**src/rtl/imem_loader_pkg.sv**
```systemverilog
// Shared constants and state encoding for the instruction-memory loader
// and the core top that consumes its write port.
package imem_loader_pkg;

    localparam int ADDR_W         = 10;
    localparam int BYTES_PER_WORD = 4;
    localparam int MAX_WORDS      = (2 ** ADDR_W) / BYTES_PER_WORD;

    typedef enum logic [1:0] {
        IDLE    = 2'd0,
        COLLECT = 2'd1,
        WRITE   = 2'd2,
        DONE    = 2'd3
    } load_state_e;

endpackage

```
**src/rtl/imem_loader_if.sv**
```systemverilog
// Byte-stream handshake from the host link and the instruction memory write port.
interface byte_stream_if;
    logic       valid;
    logic       ready;
    logic [7:0] data;

    modport master (output valid, output data, input ready);
    modport slave  (input valid, input data, output ready);
endinterface

interface imem_wr_if #(parameter int ADDR_W = 10);
    logic              we;
    logic [ADDR_W-1:0] addr;
    logic [31:0]       wdata;

    modport master (output we, output addr, output wdata);
    modport slave  (input we, input addr, input wdata);
endinterface

```
**src/rtl/imem_loader_packer.sv**
```systemverilog
// Little-endian byte-to-word packer: byte k of a word lands in bits [8k+7:8k].
module byte_to_word_packer
    import imem_loader_pkg::*;
(
    input  logic        clk,
    input  logic        reset,
    input  logic        clear_i,
    input  logic        push_i,
    input  logic [7:0]  byte_i,
    output logic [31:0] word_o,
    output logic        wordReady_o
);

    logic [1:0]  byteIdx_q, byteIdx_d;
    logic [31:0] shift_q, shift_d;

    always_comb begin
        byteIdx_d = byteIdx_q;
        shift_d   = shift_q;
        if (clear_i) begin
            byteIdx_d = '0;
            shift_d   = '0;
        end else if (push_i) begin
            shift_d[8*byteIdx_q +: 8] = byte_i;
            byteIdx_d = byteIdx_q + 2'd1;
        end
    end

    always_ff @(posedge clk) begin
        if (reset) begin
            byteIdx_q <= '0;
            shift_q   <= '0;
        end else begin
            byteIdx_q <= byteIdx_d;
            shift_q   <= shift_d;
        end
    end

    // The word is presented in the same cycle its final byte arrives.
    assign word_o      = shift_d;
    assign wordReady_o = push_i && !clear_i && (byteIdx_q == 2'(BYTES_PER_WORD - 1));

endmodule

```
**src/rtl/imem_loader.sv**
```systemverilog
// Downloads a program byte stream into instruction memory and holds the
// core in reset-like stall until the requested number of words is written.
module imem_loader #(
    parameter int ADDR_W    = imem_loader_pkg::ADDR_W,
    parameter int MAX_WORDS = imem_loader_pkg::MAX_WORDS
) (
    input  logic              clk,
    input  logic              reset,
    input  logic              start_i,
    input  logic [ADDR_W-2:0] word_count_i,
    byte_stream_if.slave      in_if,
    imem_wr_if.master         mem_if,
    output logic              cpu_hold_o,
    output logic              busy_o,
    output logic              done_o,
    output logic [ADDR_W-2:0] words_loaded_o
);
    import imem_loader_pkg::*;

    localparam int CNT_W = ADDR_W - 1;

    load_state_e       state_q, state_d;
    logic [CNT_W-1:0]  target_q, target_d;
    logic [CNT_W-1:0]  wordsLoaded_q, wordsLoaded_d;
    logic [ADDR_W-1:0] addr_q, addr_d;
    logic [31:0]       wdata_q, wdata_d;

    logic        packClear;
    logic        bytePush;
    logic        wordReady;
    logic [31:0] packWord;

    // Zero selects a full memory; oversized counts are clamped so the
    // address counter can never run past the top of memory.
    function automatic logic [CNT_W-1:0] targetFromCount(input logic [CNT_W-1:0] wc);
        if (wc == '0 || 32'(wc) > MAX_WORDS) begin
            return CNT_W'(MAX_WORDS);
        end
        return wc;
    endfunction

    assign bytePush = in_if.valid && in_if.ready;

    byte_to_word_packer u_packer (
        .clk        (clk),
        .reset      (reset),
        .clear_i    (packClear),
        .push_i     (bytePush),
        .byte_i     (in_if.data),
        .word_o     (packWord),
        .wordReady_o(wordReady)
    );

    always_comb begin
        state_d       = state_q;
        target_d      = target_q;
        wordsLoaded_d = wordsLoaded_q;
        addr_d        = addr_q;
        wdata_d       = wdata_q;
        packClear     = 1'b0;
        case (state_q)
            IDLE, DONE: begin
                if (start_i) begin
                    state_d       = COLLECT;
                    target_d      = targetFromCount(word_count_i);
                    wordsLoaded_d = '0;
                    addr_d        = '0;
                    packClear     = 1'b1;
                end
            end
            COLLECT: begin
                if (wordReady) begin
                    wdata_d = packWord;
                    state_d = WRITE;
                end
            end
            WRITE: begin
                wordsLoaded_d = wordsLoaded_q + CNT_W'(1);
                // The address stays on the last word so it never wraps.
                if (wordsLoaded_d == target_q) begin
                    state_d = DONE;
                end else begin
                    addr_d  = addr_q + ADDR_W'(BYTES_PER_WORD);
                    state_d = COLLECT;
                end
            end
            default: state_d = IDLE;
        endcase
    end

    always_ff @(posedge clk) begin
        if (reset) begin
            state_q       <= IDLE;
            target_q      <= '0;
            wordsLoaded_q <= '0;
            addr_q        <= '0;
            wdata_q       <= '0;
        end else begin
            state_q       <= state_d;
            target_q      <= target_d;
            wordsLoaded_q <= wordsLoaded_d;
            addr_q        <= addr_d;
            wdata_q       <= wdata_d;
        end
    end

    assign in_if.ready    = (state_q == COLLECT);
    assign mem_if.we      = (state_q == WRITE);
    assign mem_if.addr    = addr_q;
    assign mem_if.wdata   = wdata_q;
    assign busy_o         = (state_q == COLLECT) || (state_q == WRITE);
    assign done_o         = (state_q == DONE);
    assign cpu_hold_o     = !((state_q == DONE) && !start_i);
    assign words_loaded_o = wordsLoaded_q;

endmodule

```
**src/flat_wrapper.sv**
```systemverilog
// flat-port wrapper written by rule: the top's interface ports become plain ports
module imem_loader_flat import imem_loader_pkg::*;
#(
    parameter int ADDR_W    = imem_loader_pkg::ADDR_W,
    parameter int MAX_WORDS = imem_loader_pkg::MAX_WORDS
)
  (clk, reset, start_i, word_count_i, cpu_hold_o, busy_o, done_o, words_loaded_o, in_if_valid, in_if_data, in_if_ready, mem_if_we, mem_if_addr, mem_if_wdata);
  byte_stream_if in_if_i ();
  imem_wr_if #(.ADDR_W(ADDR_W)) mem_if_i ();
  input  logic clk;
  input  logic reset;
  input  logic start_i;
  input  logic [ADDR_W-2:0] word_count_i;
  output logic cpu_hold_o;
  output logic busy_o;
  output logic done_o;
  output logic [ADDR_W-2:0] words_loaded_o;
  input wire logic [$bits(in_if_i.valid)-1:0] in_if_valid;
  input wire logic [$bits(in_if_i.data)-1:0] in_if_data;
  output wire logic [$bits(in_if_i.ready)-1:0] in_if_ready;
  output wire logic [$bits(mem_if_i.we)-1:0] mem_if_we;
  output wire logic [$bits(mem_if_i.addr)-1:0] mem_if_addr;
  output wire logic [$bits(mem_if_i.wdata)-1:0] mem_if_wdata;
  assign in_if_i.valid = in_if_valid;
  assign in_if_i.data = in_if_data;
  assign in_if_ready = in_if_i.ready;
  assign mem_if_we = mem_if_i.we;
  assign mem_if_addr = mem_if_i.addr;
  assign mem_if_wdata = mem_if_i.wdata;
  imem_loader #(.ADDR_W(ADDR_W), .MAX_WORDS(MAX_WORDS)) u_core (.clk(clk), .reset(reset), .start_i(start_i), .word_count_i(word_count_i), .in_if(in_if_i), .mem_if(mem_if_i), .cpu_hold_o(cpu_hold_o), .busy_o(busy_o), .done_o(done_o), .words_loaded_o(words_loaded_o));
endmodule
```
**config.mk**
```make
export PLATFORM = sky130hd
export DESIGN_NAME = imem_loader_flat
export DESIGN_NICKNAME = d
export VERILOG_FILES = /design/src/rtl/imem_loader_pkg.sv /design/src/rtl/imem_loader_if.sv /design/src/rtl/imem_loader_packer.sv /design/src/rtl/imem_loader.sv /design/src/flat_wrapper.sv
export SDC_FILE = /design/constraint.sdc
export NUM_CORES = 1
export LEC_CHECK = 0
export ABC_AREA = 1
export BUFFER_PORTS_ARGS = -buffer_cell sky130_fd_sc_hd__buf_2
export CAP_MARGIN = 20
export CORE_ASPECT_RATIO = 0.8
export CORE_MARGIN = 4
export CORE_UTILIZATION = 40
export CTS_CLUSTER_DIAMETER = 30
export DETAILED_ROUTE_END_ITERATION = 8
export PLACE_DENSITY_LB_ADDON = 0.15
export SKIP_CTS_REPAIR_TIMING = 1
export SYNTH_ARGS = -nofsm -noshare
export SYNTH_HDL_FRONTEND = slang
export SYNTH_SLANG_ARGS = --single-unit
```
**constraint.sdc**
```tcl
create_clock -name clk -period 2.4 [get_ports clk]
set_clock_uncertainty 0.15 [all_clocks]
set_input_delay 0.24 -clock clk [delete_from_list [all_inputs] [get_ports clk]]
set_output_delay 0.24 -clock clk [all_outputs]
set_load 0.005 [all_outputs]
```
== After elaboration in Yosys (flattened, before gate mapping) ==
Index checks and enable logic that the tools add are counted.
Word-level totals
  output and inout bits: 56
  memory bits (read-only): 0
  memories kept: 0
  bits of input ports: 21
  latch bits: 0
  word-level logic and storage cells: 60
  memory bits (writable): 0
  register bits: 96
Operators by class
  shift operators: 2
  muxes and demuxes: 19
  reductions and logical operators: 19
  magnitude comparators: 1
  bitwise logic cells: 0
  equal/unequal tests: 8
  div/mod/pow operators: 0
  $add $sub $neg: 4
  $mul: 0
Operator list (count)
  32-bit two-way mux: 2
  5-bit negation with 34-bit output: 1
  8-bit by 34-bit variable shift with 32-bit output, first input constant: 1
  8-bit by 34-bit variable part select with 32-bit output: 1
  32-bit bitwise mux: 1
  9-bit two-way mux: 3
  10-bit two-way mux: 2
  10-bit case mux with 2 select lines: 1
  9-bit case mux with 2 select lines: 1
  10-bit by 3-bit adder with 10-bit output, second input constant: 1
  9-bit by 1-bit adder with 9-bit output, second input constant: 1
  9-bit equality test: 1
  9-bit > comparator, second input constant: 1
  9-bit logical NOT: 1
  2-bit AND reduction: 4
  2-bit equality test, second input constant: 3
  2-bit two-way mux: 3
  2-bit inequality test, second input constant: 3
  2-bit case mux with 3 select lines: 1
  1-bit two-way mux: 5
  1-bit logical AND: 4
  2-bit OR reduction: 2
  1-bit logical NOT: 3
  3-bit AND reduction: 1
  5 further kinds: 6

== Longest topological paths before layout ==
  depth after elaboration: 8
  gate-level depth with buffers: 14
  mapped depth without buffers: 14

== By module ==
From an unflattened synthesis, not the netlist that was laid out.
Unflattened totals
  cell total of the unflattened synthesis: 647
  area total of the unflattened synthesis: 4640.7 um2
Modules (own cells, without submodules)
  imem_loader: seq. area each 1201.2 um2, area each 2820.2 um2, cells an instance 404, times used 1
  byte_to_word_packer: seq. area each 680.7 um2, area each 1820.5 um2, cells an instance 243, times used 1

== Worst setup path after synthesis ==
No wires, ideal clock.
  path type: flip-flop to flip-flop
  start: register u_core.u_packer.byteIdx_q[0]
  end: register u_core.wdata_q[10] (netlist: u_core.mem_if.wdata[10])
  buffers on the path: 2
  data arrival time: 2154 ps
  stages on the path, launching flop included: 11
  clock period less this slack: 2362 ps
  path slack: 38 ps
  required time: 2192 ps
  cell sequence: dfxtp_1 > clkbuf_1 > inv_1 > buf_2 > ha_1 > clkinv_1 > nor2_1 > a22oi_1 > nand2_1 > o211ai_1 > inv_1
On the way
  longest elaborated chain between the ends: 5
  elaborated cells between the ends (all ways): 9
RTL lines
  start: declaration: RTL line imem_loader_packer.sv:14  | logic [1:0] byteIdx_q, byteIdx_d;
  start signal: assignment: RTL line imem_loader_packer.sv:34  | byteIdx_q <= byteIdx_d;
  5-bit negation with 34-bit output: RTL line imem_loader_packer.sv:24  | shift_d[8*byteIdx_q +: 8] = byte_i;
  8-bit by 34-bit variable part select with 32-bit output or 8-bit by 34-bit variable shift with 32-bit output (tied branches): RTL line imem_loader_packer.sv:24
  32-bit bitwise mux: RTL line imem_loader_packer.sv:24
  32-bit two-way mux: RTL line imem_loader_packer.sv:23  | end else if (push_i) begin
  32-bit two-way mux: RTL line imem_loader_packer.sv:20  | if (clear_i) begin
  end signal: assignment: RTL line imem_loader.sv:103  | wdata_q <= wdata_d;
  end: declaration: RTL line imem_loader.sv:26  | logic [31:0] wdata_q, wdata_d;
Several ways; a longest one is shown, not always the timed one.
A chain may end at the register's enable or synchronous reset.

== Worst setup path after layout ==
  start: register u_core.wordsLoaded_q[1] (netlist: u_core.words_loaded_o[1])
  end: register u_core.addr_q[3] (netlist: u_core.mem_if.addr[3])
On the way
  longest elaborated chain between the ends: 4
RTL lines
  start: declaration: RTL line imem_loader.sv:24  | logic [CNT_W-1:0] wordsLoaded_q, wordsLoaded_d;
  start signal: assignment: RTL line imem_loader.sv:101  | wordsLoaded_q <= wordsLoaded_d;
  9-bit by 1-bit adder with 9-bit output: RTL line imem_loader.sv:78  | wordsLoaded_d = wordsLoaded_q + CNT_W'(1);
  9-bit equality test: RTL line imem_loader.sv:80  | if (wordsLoaded_d == target_q) begin
  2-bit inequality test (no line)
  3-bit AND reduction (no line)
  end signal: assignment: RTL line imem_loader.sv:102  | addr_q <= addr_d;
  end: declaration: RTL line imem_loader.sv:25  | logic [ADDR_W-1:0] addr_q, addr_d;
Every way passes these cells.

==> impl_metrics.xml <==
<?xml version="1.0" encoding="UTF-8"?>
<metrics>
  <group name="setup_path">
    <metric name="critical_path.most_common_cell" unit="">nand2_1</metric>
    <metric name="crit_path_top_delay_cell" unit="">dfxtp_1</metric>
    <metric name="critical_path_endpoint_category" unit="">flip-flop</metric>
    <metric name="crit_path_dat" unit="ns">2.33</metric>
    <metric name="crit_path_max_incr_delay" unit="ns">0.43</metric>
    <metric name="required" unit="ns">2.52</metric>
    <metric name="setup.worst_path.start_class" unit="">flip-flop</metric>
    <metric name="timing.critical_path.cells" unit="">ha_2 &gt; nand2_1 &gt; inv_2 &gt; nor2_1 &gt; nand2_1 &gt; nand2_1 &gt; nor2_1 &gt; nand3_1 &gt; nor2_2 &gt; nand2_4 &gt; nand2_1 &gt; nand2_1 &gt; a21oi_2</metric>
    <metric name="path_max_fanout" unit="">15</metric>
    <metric name="worst-setup-path-type" unit="">reg2reg</metric>
  </group>
  <group name="timing">
    <metric name="finalCritPeriodShare" unit="">0.921</metric>
    <metric name="post-route-min-period" unit="ns">2.21</metric>
    <metric name="worst-slew-pin-transition" unit="ns">0.489</metric>
    <metric name="slew_headroom" unit="">0.671</metric>
    <metric name="rsz_0062_raised_after_global_routing" unit="">yes</metric>
    <metric name="final_setup_violating_endpoints" unit="">0</metric>
    <metric name="max_freq" unit="MHz">452</metric>
    <metric name="hold_violations" unit="">0</metric>
    <metric name="final_max_slew_violation_count" unit="">0</metric>
    <metric name="worst_slack" unit="ns">0.190</metric>
  </group>
  <group name="clock_tree">
    <metric name="cts_htree_levels" unit="">3</metric>
    <metric name="ctsRootBufferMaster" unit="">clkbuf_16</metric>
    <metric name="clk_path_buf_depth" unit="">2</metric>
    <metric name="cts.sink_count" unit="">88</metric>
    <metric name="clock_tree_from_tritoncts" unit="">built</metric>
    <metric name="worst_setup_hold_path_clk_slew" unit="ns">0.06</metric>
    <metric name="clkLatencyLatePin" unit="ns">0.34</metric>
    <metric name="cts_buffers" unit="">9</metric>
  </group>
  <group name="floorplanning">
    <metric name="die_height" unit="µm">98</metric>
    <metric name="floorplan.initialDensity" unit="">0.415</metric>
    <metric name="chipWidth" unit="µm">121</metric>
    <metric name="die_area" unit="µm²">11800</metric>
    <metric name="rows" unit="">32</metric>
    <metric name="placeableCoreArea" unit="µm²">9770</metric>
    <metric name="io_pins" unit="">77</metric>
  </group>
  <group name="power_and_ir_drop">
    <metric name="power.ir.vdd_worst" unit="V">0.000382</metric>
    <metric name="power.share.combinational" unit="">0.164</metric>
    <metric name="totalPowerFinal" unit="µW">3680</metric>
    <metric name="power_report.internal_total" unit="µW">2690</metric>
    <metric name="power.share.clock" unit="">0.411</metric>
    <metric name="netSwitchingPower" unit="µW">992</metric>
    <metric name="switching_share" unit="">0.270</metric>
    <metric name="power_frac_seq" unit="">0.425</metric>
    <metric name="power.leakage" unit="µW">0.00212</metric>
    <metric name="power_density" unit="nW/µm²">746</metric>
  </group>
  <group name="synth">
    <metric name="mapped_area" unit="µm²">4050</metric>
    <metric name="synth.yosys.seq_area_share" unit="">0.435</metric>
    <metric name="postSynthAreaPerCell" unit="µm²">7.36</metric>
    <metric name="top_cell_type_by_total_area_after_synthesis" unit="">dfxtp_1</metric>
    <metric name="netlist_instances" unit="">550</metric>
    <metric name="area_share_of_the_largest_cell_type_after_synthesis" unit="">0.435</metric>
    <metric name="synth.top_cells.by_area" unit="">dfxtp_1, nand2_1, nand3_1</metric>
    <metric name="number_of_flops_mapped_to_enable_cells_by_yosys" unit="">0</metric>
    <metric name="ys.flop_type" unit="">dfxtp_1</metric>
    <metric name="ys_warn_count" unit="">0</metric>
    <metric name="ys_seq_elements" unit="">88</metric>
    <metric name="synthArstFlopShare" unit="">0</metric>
    <metric name="post_synth_num_cell_types" unit="">33</metric>
  </group>
  <group name="placed_design">
    <metric name="dp.cells" unit="">746</metric>
    <metric name="port_buffers" unit="">74</metric>
    <metric name="detailedPlacementHpwl" unit="µm">7960</metric>
    <metric name="post_placement_setup_slack" unit="ns">0.180</metric>
    <metric name="final_gp_congestion" unit="">0.834</metric>
  </group>
  <group name="run_status">
    <metric name="status" unit="">completed</metric>
  </group>
  <group name="cells_and_area">
    <metric name="final_common_cell" unit="">nand2_1</metric>
    <metric name="n_fill_cell" unit="">1010</metric>
    <metric name="areaGrowthSynthToFinish" unit="%">21.8</metric>
    <metric name="antennaDiodeCount" unit="">0</metric>
    <metric name="layout.cells.non_filler" unit="">762</metric>
    <metric name="post_route_cells_drive_above_1_share" unit="">0.200</metric>
    <metric name="mostFrequentLayoutCells" unit="">nand2_1, dfxtp_1, buf_2, nor2_1, inv_1</metric>
    <metric name="postLayoutCoreUtil" unit="">0.505</metric>
    <metric name="nNetsFinal" unit="">655</metric>
  </group>
  <group name="global_routing">
    <metric name="total_congestion_overflow" unit="">0</metric>
    <metric name="grt_pass1_wl" unit="µm">18000</metric>
    <metric name="grt_pass1_vias" unit="">3683</metric>
    <metric name="grt.total_usage" unit="">0.186</metric>
    <metric name="antenna_found_initial" unit="">0</metric>
    <metric name="largest_net_degree_at_the_start_of_global_routing" unit="">42</metric>
  </group>
  <group name="hold_path">
    <metric name="hold_class" unit="">in2reg</metric>
  </group>
  <group name="route">
    <metric name="drt_wl_total" unit="µm">10800</metric>
    <metric name="number_of_vias_per_cell" unit="">5.02</metric>
    <metric name="drt_drc_violations_left" unit="">0</metric>
    <metric name="drt_pre_antenna_iters" unit="">5</metric>
    <metric name="routed_wire_length_per_instance" unit="µm">14.2</metric>
    <metric name="antenna_violating_nets_post_route" unit="">0</metric>
    <metric name="dr_total_vias" unit="">3823</metric>
    <metric name="drt_iter0_drc" unit="">218</metric>
  </group>
  <group name="run">
    <metric name="drv_cap" unit="">0</metric>
  </group>
</metrics>
==> metal layers <==
metal  vias to the layer above  GRT usage  part of all wire
met5                         -          0                 0
met3                        10     0.0434             0.055
met1                      1773      0.259              0.48
met2                        75      0.294              0.45
li1                       1965          -                 -
met4                         0     0.0479             0.010
==> stage by stage <==
step           area (µm²)  TNS (ns)  hold slack (ns)
3_5_place_dp         4580         0            0.323
2_1_floorplan        4050         0            0.250
5_1_grt              4930   -0.0586           0.0509
4_1_cts              4900         0          -0.0111
3_3_place_gp         4580         0            0.324
6_report             4930         0           0.0423
==> path summary, 6_finish.rpt <==
check	start	slack (ns)	endpoint	cells past startpoint
max	u_core.words_loaded_o[1]	0.19	u_core.mem_if.addr[3]	13
min	word_count_i[6]	0.04	u_core.target_q[6]	3
max reg2reg	u_core.words_loaded_o[1]	0.19	u_core.mem_if.addr[3]	13
min reg2reg	u_core.mem_if.wdata[6]	0.34	u_core.mem_if.wdata[6]	2
==> critical path, delay by kind of cell (launching register included) <==
family / cells / cell delay (ns)
buf+inv: 1 / 0.13
fa+ha+maj: 1 / 0.27
simple gates: 10 / 1.04
compound gates: 1 / 0.10
flops: 1 / 0.43
==> power by group through the flow <==
stage / sequential (µW) / clock [µW] / combinational (µW)
6_report: 1560 / 1510 / 602
5_1_grt: 1570 / 1610 / 688
4_1_cts: 1560 / 1550 / 595
3_5_place_dp: 1600 / 0 / 590
3_3_place_gp: 1590 / 0 / 578
2_1_floorplan: 1590 / 0 / 401
==> final cells by class <==
class	count	area, µm²	area share
multi-input cells	376	1960	0.397
flip-flops and latches	88	1760	0.357
repair buffers	90	505	0.102
clock buffers	12	256	0.0520
inverters	57	218	0.0441
well taps	136	170	0.0345
clock inverters	3	65.1	0.0132
==> state kept, by name, summed over array words and instances, names as in the netlist <==
signal and flops:
u_core.mem_if.wdata 32, u_core.u_packer.shift_q 26, u_core.target_q 9, u_core.words_loaded_o 9, u_core.mem_if.addr 8, u_core.state_q 2, u_core.u_packer.byteIdx_q 2
==> Yosys cell counts, types with 3 or more instances <==
library cell / number
nor2_2: 3
nand4_1: 6
a22oi_1: 8
or2_2: 4
nand3_1: 46
nand2_1: 99
clkbuf_1: 20
inv_1: 55
buf_4: 3
nor3_1: 6
o211ai_1: 14
nor2_1: 61
ha_1: 12
dfxtp_1: 88
o22ai_1: 5
nand2_2: 4
o21ai_0: 39
o31ai_1: 14
buf_2: 4
nand3_2: 3
a21oi_1: 39
==> logic make-up (layout without fill, tap and decap cells) <==
family	count (synthesis)	in the layout	share of synthesized area
AO/OA/AOI/OAI	123	123	0.179
other	1	2	0.000926
adder cells (fa/ha/maj)	12	12	0.0371
buffers and inverters	87	162	0.0884
AND/OR/NAND/NOR	237	237	0.255
flip-flops	88	88	0.435
XOR/XNOR	2	2	0.00433
Note: power is estimated with default switching activity, not from simulation.
